File: src/rtl/vga_str_pkg.sv
// Shared strRGB stream field positions and default 640x480@60 raster timing.
// Every stream stage imports this instead of carrying its own field macros.
package vga_str_pkg;

  localparam int STR_ACTIVE = 0;
  localparam int STR_VS     = 1;
  localparam int STR_HS     = 2;
  localparam int STR_YC_LSB = 3;
  localparam int STR_YC_MSB = 12;
  localparam int STR_XC_LSB = 13;
  localparam int STR_XC_MSB = 22;
  localparam int STR_R      = 23;
  localparam int STR_G      = 24;
  localparam int STR_B      = 25;
  localparam int STR_W      = 26;

  localparam int H_ACTIVE_DEF = 640;
  localparam int H_FP_DEF     = 16;
  localparam int H_SYNC_DEF   = 96;
  localparam int H_BP_DEF     = 48;
  localparam int V_ACTIVE_DEF = 480;
  localparam int V_FP_DEF     = 10;
  localparam int V_SYNC_DEF   = 2;
  localparam int V_BP_DEF     = 33;

  localparam int CNT_MAX = 1024;

endpackage

File: src/rtl/vga_tim_axis.sv
// One raster axis: a wrapping position counter plus decoded active/sync flags.
// The flags are combinational from the counter; the top registers them.
module vga_tim_axis #(
  parameter int ACTIVE = 640,
  parameter int FP     = 16,
  parameter int SYNC   = 96,
  parameter int BP     = 48,
  parameter bit POL    = 1'b0
) (
  input  logic       px_clk,
  input  logic       reset,
  input  logic       step,
  output logic [9:0] count,
  output logic       wrap,
  output logic       active,
  output logic       sync
);

  localparam int TOTAL = ACTIVE + FP + SYNC + BP;

  // 11-bit bounds so a sync window ending exactly at 1024 still compares correctly
  localparam logic [10:0] LAST     = 11'(TOTAL - 1);
  localparam logic [10:0] ACT_END  = 11'(ACTIVE);
  localparam logic [10:0] SYNC_BEG = 11'(ACTIVE + FP);
  localparam logic [10:0] SYNC_END = 11'(ACTIVE + FP + SYNC);

  logic [10:0] cnt_x;

  assign cnt_x  = {1'b0, count};
  assign wrap   = (cnt_x == LAST);
  assign active = (cnt_x < ACT_END);
  assign sync   = ((cnt_x >= SYNC_BEG) && (cnt_x < SYNC_END)) ? POL : ~POL;

  always_ff @(posedge px_clk or posedge reset) begin
    if (reset) begin
      count <= '0;
    end else if (step) begin
      count <= wrap ? '0 : count + 10'd1;
    end
  end

endmodule

File: src/rtl/vga_str_gen.sv
// Raster timing generator at the head of the strRGB pipeline: emits coordinates,
// sync and active flags with colour bits cleared, one registered word per px_clk.
module vga_str_gen
  import vga_str_pkg::*;
#(
  parameter int H_ACTIVE = H_ACTIVE_DEF,
  parameter int H_FP     = H_FP_DEF,
  parameter int H_SYNC   = H_SYNC_DEF,
  parameter int H_BP     = H_BP_DEF,
  parameter int V_ACTIVE = V_ACTIVE_DEF,
  parameter int V_FP     = V_FP_DEF,
  parameter int V_SYNC   = V_SYNC_DEF,
  parameter int V_BP     = V_BP_DEF,
  parameter bit HS_POL   = 1'b0,
  parameter bit VS_POL   = 1'b0
) (
  input  logic             px_clk,
  input  logic             reset,
  output logic [STR_W-1:0] strRGB_o,
  output logic             frame_o
);

  localparam int H_TOTAL = H_ACTIVE + H_FP + H_SYNC + H_BP;
  localparam int V_TOTAL = V_ACTIVE + V_FP + V_SYNC + V_BP;

  if (H_TOTAL > CNT_MAX) begin : g_h_total_chk
    $fatal(1, "vga_str_gen: H_TOTAL exceeds 10-bit XC range");
  end
  if (V_TOTAL > CNT_MAX) begin : g_v_total_chk
    $fatal(1, "vga_str_gen: V_TOTAL exceeds 10-bit YC range");
  end

  logic [9:0]       hc, vc;
  logic             h_wrap, v_wrap;
  logic             h_act, v_act;
  logic             hs, vs;
  logic             first_px;
  logic [STR_W-1:0] word_next;

  vga_tim_axis #(
    .ACTIVE(H_ACTIVE), .FP(H_FP), .SYNC(H_SYNC), .BP(H_BP), .POL(HS_POL)
  ) u_h_axis (
    .px_clk(px_clk), .reset(reset), .step(1'b1),
    .count(hc), .wrap(h_wrap), .active(h_act), .sync(hs)
  );

  vga_tim_axis #(
    .ACTIVE(V_ACTIVE), .FP(V_FP), .SYNC(V_SYNC), .BP(V_BP), .POL(VS_POL)
  ) u_v_axis (
    .px_clk(px_clk), .reset(reset), .step(h_wrap),
    .count(vc), .wrap(v_wrap), .active(v_act), .sync(vs)
  );

  always_comb begin
    word_next                          = '0;
    word_next[STR_ACTIVE]              = h_act && v_act;
    word_next[STR_VS]                  = vs;
    word_next[STR_HS]                  = hs;
    word_next[STR_YC_MSB:STR_YC_LSB]   = vc;
    word_next[STR_XC_MSB:STR_XC_LSB]   = hc;
  end

  // first_px marks counters sitting at (0,0): right after reset or after the last pixel
  always_ff @(posedge px_clk or posedge reset) begin
    if (reset) begin
      strRGB_o         <= '0;
      strRGB_o[STR_HS] <= ~HS_POL;
      strRGB_o[STR_VS] <= ~VS_POL;
      frame_o          <= 1'b0;
      first_px         <= 1'b1;
    end else begin
      strRGB_o         <= word_next;
      frame_o          <= first_px;
      first_px         <= h_wrap && v_wrap;
    end
  end

endmodule
File: config.mk
export PLATFORM = sky130hd
export DESIGN_NAME = vga_str_gen
export DESIGN_NICKNAME = d
export VERILOG_FILES = /design/src/rtl/vga_str_pkg.sv /design/src/rtl/vga_tim_axis.sv /design/src/rtl/vga_str_gen.sv
export SDC_FILE = /design/constraint.sdc
export NUM_CORES = 1
export LEC_CHECK = 0
export ABC_AREA = 1
export CORE_UTILIZATION = 55
export CTS_CLUSTER_DIAMETER = 60
export DETAILED_ROUTE_END_ITERATION = 16
export PLACE_DENSITY = 0.8
export SLEW_MARGIN = 20
export SYNTH_ARGS = -nofsm -noshare
export SYNTH_HDL_FRONTEND = slang
export SYNTH_SLANG_ARGS = --single-unit
File: constraint.sdc
create_clock -name px_clk -period 3.9 [get_ports px_clk]
set_input_delay 0.78 -clock px_clk [delete_from_list [all_inputs] [get_ports px_clk]]
set_output_delay 0.78 -clock px_clk [all_outputs]
set_load 0.1 [all_outputs]
After elaboration in Yosys (flattened, before gate mapping):

Index checks and enable logic that the tools add are counted.

* reductions and logical operators: 4
* add/subtract/negate cells: 2
* equal/unequal tests: 2
* multiplexer cells: 4
* magnitude comparators: 6

Operators with widths (count)
* 10-bit by 1-bit adder with 10-bit output (second input constant): 2
* 10-bit equality test (second input constant): 2
* 10-bit less-than comparator (second input constant): 2
* 10-bit by 9-bit less-than comparator with 1-bit output (second input constant): 2
* 10-bit 2-to-1 mux: 2
* 10-bit greater-or-equal comparator (second input constant): 1
* 10-bit by 9-bit greater-or-equal comparator with 1-bit output (second input constant): 1
* 1-bit logical AND: 4
* 1-bit 2-to-1 mux: 2

* bits of input ports: 2
* output and inout bits: 27
* flip-flop bits (word level): 45
* word-level logic and storage cells: 23

Logic depth before layout (Yosys ltp):

Gate-level depths: netlist of the first run.

* word-level depth: 3
* mapped depth: 8
* depth with buffers taken out: 8

Hierarchy:

A second synthesis of the first run with hierarchy kept.

* cell total of the unflattened synthesis: 223
* area, all modules: 2004.4 um^2

Modules (own cells, without submodules)
* vga_str_gen: area an instance 678.2 um^2, instances 1, sequential area each 629.4 um^2, cells an instance 35
* vga_tim_axis at u_h_axis: area an instance 675.6 um^2, instances 1, sequential area each 250.2 um^2, cells an instance 94
* vga_tim_axis at u_v_axis: area an instance 650.6 um^2, instances 1, sequential area each 250.2 um^2, cells an instance 94

Worst setup path after synthesis of the first run:

Ideal clock, no wire load.

* kind: register -> output
* from: reg frame_o
* to: out frame_o
* cell stages (with the launch flop): 1
* arrival time: 883 ps
* data required time: 3120 ps
* path buffers: 0
* slack: 2237 ps
* path through: dfrtp_1

RTL lines
* start: declaration: line vga_str_gen.sv:20 `output logic frame_o`
* start signal: assignment: line vga_str_gen.sv:73 `frame_o <= first_px;`

No word-level cell between the ends.

Worst setup path after layout of the first run:

* from: reg strRGB_o[1]
* to: out strRGB_o[1]

RTL lines
* start: declaration: line vga_str_gen.sv:19 `output logic [STR_W-1:0] strRGB_o,`
* start signal: indexed assignment: line vga_str_gen.sv:67 `strRGB_o[STR_HS] <= ~HS_POL;`
* start signal: indexed assignment: line vga_str_gen.sv:68 `strRGB_o[STR_VS] <= ~VS_POL;`
* start signal: assignment: line vga_str_gen.sv:72 `strRGB_o <= word_next;`

No word-level cell between the ends.

==> impl_results.rst, run 1 <==
.. list-table::
   :header-rows: 1

   * - Metric
     - Value
   * - Worst-case vdd ir drop
     - 192 uV
   * - Cell family contributing the most delay on the critical path
     - buffers and inverters
   * - Setup Viol. Count Final
     - 0
   * - Largest area contributor in the netlist
     - sky130_fd_sc_hd__dfrtp_1
   * - Portion of the post-synthesis area used by sequential elements
     - 0.600
   * - GR Layer Usage met1
     - 0.288
   * - Portion of total power attributed to combinational logic
     - 0.033
   * - Maximum number of pins on one net before global-route repair
     - 27
   * - Leakage power figure
     - 1.06 nW
   * - Fill count
     - 257
   * - Post-detailed-placement half-perimeter wirelength
     - 2.45 mm
   * - Width of the die
     - 60.5 um
   * - Fraction of layout instances using a drive strength above 1
     - 0.0864
   * - Seq pwr share
     - 0.673
   * - Setup repair after global routing missed its margin
     - no
   * - Hold Crit Class
     - reg -> reg
   * - Internal power component
     - 0.537 mW
   * - Slew at the pin with the worst max-slew slack
     - 0.972 ns
   * - Wire length of the first global-routing pass
     - 5.53 mm
   * - Buffers plus inverters on the worst setup path
     - 1
   * - Layout Nets
     - 225
   * - Kind of start point of the critical path
     - flip-flop
   * - Normalized max-slew margin
     - 0.350
   * - Highest clock frequency the design can meet
     - 359 MHz
   * - IO Count
     - 29
   * - ANT nets after route
     - 0
   * - Power density relative to cell area
     - 313 nW/um^2
   * - Run status
     - finished, final reports clean
   * - Final weighted congestion in routability-driven placement
     - 0.915
   * - Total congestion overflow after global routing
     - 0
   * - Overall routing resource usage
     - 0.212
   * - Switching part of the total power
     - 0.226
   * - Antenna violations before repair
     - 0
   * - Area of the multi-input gates
     - 636 sq um
   * - Placeable Area
     - 3150 sq um
   * - Data required time of the worst path
     - 3.12 ns
   * - Met3 Resource Use GR
     - 0.0576
   * - Final hold vios
     - 0
   * - Syn Inst Count
     - 188
   * - Leading cell type in the layout, fill and taps excluded
     - sky130_fd_sc_hd__dfrtp_1
   * - Arrival time of the worst setup path
     - 2.00 ns
   * - Register Area
     - 1130 sq um
   * - CTS-repair resized insts
     - 0
   * - Final total negative setup slack
     - 0 ns
   * - Via count of the first global-routing pass
     - 1220
   * - CTS tree
     - yes
   * - Clock skew after layout
     - 0.0137 ns
   * - Most heavily used metal layer in global routing
     - met2
   * - Total of buffers placed on input and output ports
     - 25
   * - Max-cap viol count
     - 0
   * - Layout-stage area growth over the synthesis result
     - 17.8%
   * - Leading post-synthesis cells by cell area
     - sky130_fd_sc_hd__dfrtp_1, sky130_fd_sc_hd__nand2_1, sky130_fd_sc_hd__nor2_1, sky130_fd_sc_hd__inv_1, sky130_fd_sc_hd__dfstp_2
   * - Rows
     - 20
   * - Routed via count
     - 1350
   * - Cell-by-cell trace of the critical path
     - clkdlybuf4s50_1
   * - TritonCTS sink count
     - 45
   * - Overall die area
     - 3660 sq um
   * - Slowest cell on the critical path
     - sky130_fd_sc_hd__clkdlybuf4s50_1
   * - Nature of the critical path endpoint
     - primary output
   * - Total number of yosys warnings
     - 0
   * - Post-CTS Setup Inserts
     - 0
   * - Total standard cell area after synthesis
     - 1880 sq um
   * - Initial DRT Pass Iterations
     - 4
   * - Clock share of power
     - 0.294
   * - Synth unique cells
     - 28
   * - Remaining DRCs
     - 0
   * - Overall power after layout
     - 0.693 mW
   * - Clock tree root driver cell
     - sky130_fd_sc_hd__clkbuf_4
   * - Inserted Clock Buffers
     - 5
   * - Total net switching power
     - 0.156 mW
   * - Hold Worst Slack
     - 0.399 ns
   * - Final design instance area without fill
     - 2220 sq um
   * - Min Clock Period, post-route
     - 2.78 ns
   * - Placed inst area
     - 2160 sq um
   * - Total routed wirelength
     - 3.30 mm
   * - Initial cell density of the core
     - 0.597
   * - H-tree depth reported by CTS
     - 2
   * - Portion of synthesized cell area occupied by the leading cell type
     - 0.559
   * - Clock transition at path regs
     - 0.12 ns
   * - Diode count
     - 0
   * - Vertical extent of the die
     - 60.5 um
   * - Share of the clock period used by the worst path
     - 0.714
   * - Detailed-route wire length per cell
     - 12.5 um
   * - Worst setup path category
     - reg -> out
   * - Via count normalized by instance count
     - 5.11
   * - DRC violation total after the first TritonRoute iteration
     - 58
   * - Most used cells in the layout excluding fill and tap cells
     - sky130_fd_sc_hd__dfrtp_1, sky130_fd_sc_hd__nand2_1, sky130_fd_sc_hd__nor2_1, sky130_fd_sc_hd__clkdlybuf4s50_1, sky130_fd_sc_hd__inv_1
   * - Per-instance average area after synthesis
     - 10.0 sq um
   * - Number of max-slew violations in the final report
     - 0
   * - Maximum number of buffers from clock root to sink
     - 2
   * - Maximum fanout count along the critical path
     - 1
   * - Hold-fix buffers, CTS
     - 0
   * - Largest stage delay, worst path
     - 1.12 ns
   * - Global Route met2 Usage
     - 0.327
   * - Seq cells post-synth
     - 45
   * - Source-to-sink clock delay at the later pin of the worst-skew pair
     - 0.35 ns
power by group through the flow:
stage               Sequential, mW  Combinational (mW)  Clock [mW]
global route                 0.467              0.0249       0.229
floorplan                    0.475              0.0216           0
finish                       0.467              0.0226       0.204
CTS                          0.467              0.0233       0.214
global placement             0.475              0.0229           0
detailed placement           0.475              0.0233           0
layer usage:
layer / share of wire / routed length [um]
met4: 0.019 / 64
met1: 0.47 / 1540
met5: 0 / 0
met2: 0.47 / 1550
met3: 0.045 / 150
stage by stage:
step | instances | setup WS, ns | utilization
6_report | 264 | 1.12 | 0.703
5_1_grt | 264 | 1.07 | 0.703
4_1_cts | 264 | 1.09 | 0.703
3_5_place_dp | 256 | 1.50 | 0.687
3_3_place_gp | 256 | 1.51 | 0.687
2_1_floorplan | 190 | 2.07 | -
synth_stat cells:
library cell               number
sky130_fd_sc_hd__nor2_8         1
sky130_fd_sc_hd__a21oi_1        1
sky130_fd_sc_hd__nor2_2         1
sky130_fd_sc_hd__conb_1         1
sky130_fd_sc_hd__o21ai_2        1
sky130_fd_sc_hd__nor2_1        25
sky130_fd_sc_hd__and2_1         1
sky130_fd_sc_hd__nand3_2        1
sky130_fd_sc_hd__dfrtp_1       42
sky130_fd_sc_hd__ha_1           4
sky130_fd_sc_hd__o21ai_1        6
sky130_fd_sc_hd__nand3_4        1
sky130_fd_sc_hd__nand3_1        7
sky130_fd_sc_hd__nor2_4         1
sky130_fd_sc_hd__nor3_1         2
sky130_fd_sc_hd__buf_8          1
sky130_fd_sc_hd__inv_2          1
sky130_fd_sc_hd__dfstp_2        3
sky130_fd_sc_hd__nand2_1       37
sky130_fd_sc_hd__nand2_2        1
sky130_fd_sc_hd__nor4_1         1
sky130_fd_sc_hd__o211ai_1       1
sky130_fd_sc_hd__nand4_1        9
sky130_fd_sc_hd__a31oi_1        1
sky130_fd_sc_hd__xor2_1         9
sky130_fd_sc_hd__buf_4          3
sky130_fd_sc_hd__o21ai_0        4
sky130_fd_sc_hd__inv_1         22
final timing paths:
path | startpoint | cells past startpoint | slack, ns | to
max in group asynchronous | reset | 3 | 2.22 | strRGB_o[2]
min | first_px | 0 | 0.40 | frame_o
max | strRGB_o[1] | 1 | 1.12 | strRGB_o[1]
max reg2reg | u_h_axis.count[0] | 8 | 2.19 | u_v_axis.count[5]
min reg2reg | first_px | 0 | 0.40 | frame_o
min in group asynchronous | reset | 2 | 0.83 | strRGB_o[3]
cell families (layout without fill, tap and decap cells):
kind of cell | count (synthesis) | after routing | synth area share
xor gates and xnor gates | 9 | 9 | 0.0419
other | 1 | 3 | 0.00199
buffers and inverters | 27 | 57 | 0.0658
DFF | 45 | 45 | 0.600
AOI/OAI and AO/OA | 14 | 14 | 0.0412
adders and majority gates | 4 | 4 | 0.0266
and+or+nand+nor | 88 | 88 | 0.222
registers in the layout, summed over array words and instances (netlist names):
signal / cells
u_v_axis.count: 10
strRGB_o: 23
frame_o: 1
u_h_axis.count: 10
first_px: 1
cell type report:
cell class / count / area share
Sequential cell: 45 / 0.510
Multi-Input combinational cell: 118 / 0.287
Timing Repair Buffer: 26 / 0.116
Inverter: 23 / 0.0390
Tap cell: 44 / 0.0248
Clock buffer: 6 / 0.0186
Clock inverter: 2 / 0.00452
(Power assumes the default switching activity.)
==> inputs of run 2 (changes only) <==
--- a/config.mk
+++ b/config.mk
@@ -6,10 +6,10 @@
 export NUM_CORES = 1
 export LEC_CHECK = 0
 export ABC_AREA = 1
-export CORE_UTILIZATION = 55
+export CORE_UTILIZATION = 52
 export CTS_CLUSTER_DIAMETER = 60
 export DETAILED_ROUTE_END_ITERATION = 16
-export PLACE_DENSITY = 0.8
+export PLACE_DENSITY = 0.76
 export SLEW_MARGIN = 20
 export SYNTH_ARGS = -nofsm -noshare
 export SYNTH_HDL_FRONTEND = slang
==> constraint.sdc (replaced) <==
create_clock -name px_clk -period 2.6 [get_ports px_clk]
set_input_delay 0.52 -clock px_clk [delete_from_list [all_inputs] [get_ports px_clk]]
set_output_delay 0.52 -clock px_clk [all_outputs]
set_load 0.1 [all_outputs]
==> impl_results.rst, run 2 (synthesized netlist as in run 1, its figures left out) <==
.. list-table::
   :header-rows: 1

   * - Metric
     - Value
   * - Run status
     - finished, final reports clean
   * - Total of buffers placed on input and output ports
     - 25
   * - Nature of the critical path endpoint
     - primary output
   * - Slew at the pin with the worst max-slew slack
     - 0.523 ns
   * - Normalized max-slew margin
     - 0.651
   * - Inserted Clock Buffers
     - 5
   * - Overall routing resource usage
     - 0.191
   * - TritonCTS sink count
     - 45
   * - H-tree depth reported by CTS
     - 2
   * - Leakage power figure
     - 1.10 nW
   * - Highest clock frequency the design can meet
     - 598 MHz
   * - Largest register FFs
     - 23
   * - Clock share of power
     - 0.310
   * - Power density relative to cell area
     - 491 nW/um^2
   * - CTS-repair resized insts
     - 0
   * - Internal power component
     - 0.836 mW
   * - Cell-by-cell trace of the critical path
     - buf_4
   * - Min Clock Period, post-route
     - 1.67 ns
   * - Arrival time of the worst setup path
     - 1.15 ns
   * - Routed via count
     - 1316
   * - Overall die area
     - 3860 sq um
   * - Post-detailed-placement half-perimeter wirelength
     - 2.27 mm
   * - Hold-fix buffers, CTS
     - 0
   * - Kind of start point of the critical path
     - flip-flop
   * - Worst setup path category
     - reg -> out
   * - Layout-stage area growth over the synthesis result
     - 15.1%
   * - Number of cells traversed by the worst register-to-register path
     - 8
   * - Total congestion overflow after global routing
     - 0
   * - Data required time of the worst path
     - 2.08 ns
   * - Layout Nets
     - 225
   * - Maximum fanout count along the critical path
     - 1
   * - Number of logic stages on the critical path including buffering
     - 1
   * - Largest stage delay, worst path
     - 0.53 ns
   * - Buffers plus inverters on the worst setup path
     - 1
   * - Rows
     - 21
   * - Maximum number of pins on one net before global-route repair
     - 46
   * - Remaining DRCs
     - 0
   * - Diode count
     - 0
   * - Initial DRT Pass Iterations
     - 4
   * - Clock tree root driver cell
     - sky130_fd_sc_hd__clkbuf_4
   * - Number of max-slew violations in the final report
     - 0
   * - Post-CTS Setup Inserts
     - 0
   * - WHS Path Cells
     - 0
   * - ANT nets after route
     - 0
   * - Cell family contributing the most delay on the critical path
     - flip-flops
   * - Hold Crit Class
     - reg -> reg
   * - Clock skew after layout
     - 0.00927 ns
   * - Total routed wirelength
     - 3.19 mm
   * - Source-to-sink clock delay at the later pin of the worst-skew pair
     - 0.35 ns
   * - Detailed-route wire length per cell
     - 12.0 um
   * - Vertical extent of the die
     - 62.2 um
   * - Switching part of the total power
     - 0.213
   * - Maximum number of buffers from clock root to sink
     - 2
   * - Portion of total power attributed to combinational logic
     - 0.032
   * - Initial cell density of the core
     - 0.555
   * - Placeable Area
     - 3390 sq um
   * - DRC violation total after the first TritonRoute iteration
     - 50
   * - CTS tree
     - yes
   * - Seq pwr share
     - 0.659
   * - Antenna violations before repair
     - 0
   * - Reg with most FFs
     - strRGB_o
   * - Final weighted congestion in routability-driven placement
     - 0.898
   * - Max-cap viol count
     - 0
   * - Fraction of layout instances using a drive strength above 1
     - 0.191
   * - Final hold vios
     - 0
   * - Hold Worst Slack
     - 0.398 ns
   * - Total net switching power
     - 0.227 mW
   * - Slowest cell on the critical path
     - sky130_fd_sc_hd__dfstp_2
   * - Via count of the first global-routing pass
     - 1281
   * - Largest regs
     - strRGB_o: 23 flops, u_h_axis.count: 10 flops, u_v_axis.count: 10 flops
   * - Final total negative setup slack
     - 0 ns
   * - Most used cells in the layout excluding fill and tap cells
     - sky130_fd_sc_hd__dfrtp_1, sky130_fd_sc_hd__nand2_1, sky130_fd_sc_hd__nor2_1, sky130_fd_sc_hd__buf_4, sky130_fd_sc_hd__inv_1
   * - Setup repair after global routing missed its margin
     - no
   * - Worst-case vdd ir drop
     - 326 uV
   * - Wire length of the first global-routing pass
     - 5.71 mm
   * - IO Count
     - 29
   * - Clock transition at path regs
     - 0.11 ns
   * - Leading cell type in the layout, fill and taps excluded
     - sky130_fd_sc_hd__dfrtp_1
   * - Core Util, Final
     - 0.639
   * - Via count normalized by instance count
     - 4.95
   * - Share of the clock period used by the worst path
     - 0.643
   * - Width of the die
     - 62.2 um
   * - Setup Viol. Count Final
     - 0
## run 2: metrics by stage
| stage | power, mW | instance area (sq um) | instances | setup WS (ns) |
|---|---|---|---|---|
| 3_5_place_dp | 0.748 | 2110 | 258 | 0.960 |
| 6_report | 1.06 | 2170 | 266 | 0.927 |
| 5_1_grt | 1.12 | 2170 | 266 | 0.796 |
| 2_1_floorplan | 0.746 | 1890 | 190 | 1.03 |
| 3_3_place_gp | 0.748 | 2110 | 258 | 1.02 |
| 4_1_cts | 1.08 | 2170 | 266 | 0.909 |
## run 2: path summary, 6_finish.rpt
path	from	end	slack [ns]
max	strRGB_o[1]	strRGB_o[1]	0.93
min	first_px	frame_o	0.40
max reg2reg	u_h_axis.count[1]	u_v_axis.count[5]	0.94
min reg2reg	first_px	frame_o	0.40
max in group asynchronous	reset	strRGB_o[1]	1.63
min in group asynchronous	reset	strRGB_o[11]	0.60
## run 2: cell type report
type	instances	area, sq um
tap	46	57.6
multi-input combinational	118	636
sequential	45	1130
inverter	23	86.3
timing repair buffer	26	198
clock buffer	8	58.8
fill	265	1220
## run 2: routing by layer
layer,GRT usage,vias up,wire (um)
met5,0,-,0
met4,0.0640,0,53
met3,0.0643,6,187
met2,0.298,32,1460
met1,0.251,628,1490
li1,-,650,-
## run 2: power groups by stage
stage / sequential [mW] / combinational [mW] / clock [mW]
6_report: 0.700 / 0.0336 / 0.329
4_1_cts: 0.700 / 0.0351 / 0.344
3_5_place_dp: 0.713 / 0.0351 / 0
2_1_floorplan: 0.713 / 0.0325 / 0
5_1_grt: 0.700 / 0.0374 / 0.379
3_3_place_gp: 0.713 / 0.0344 / 0
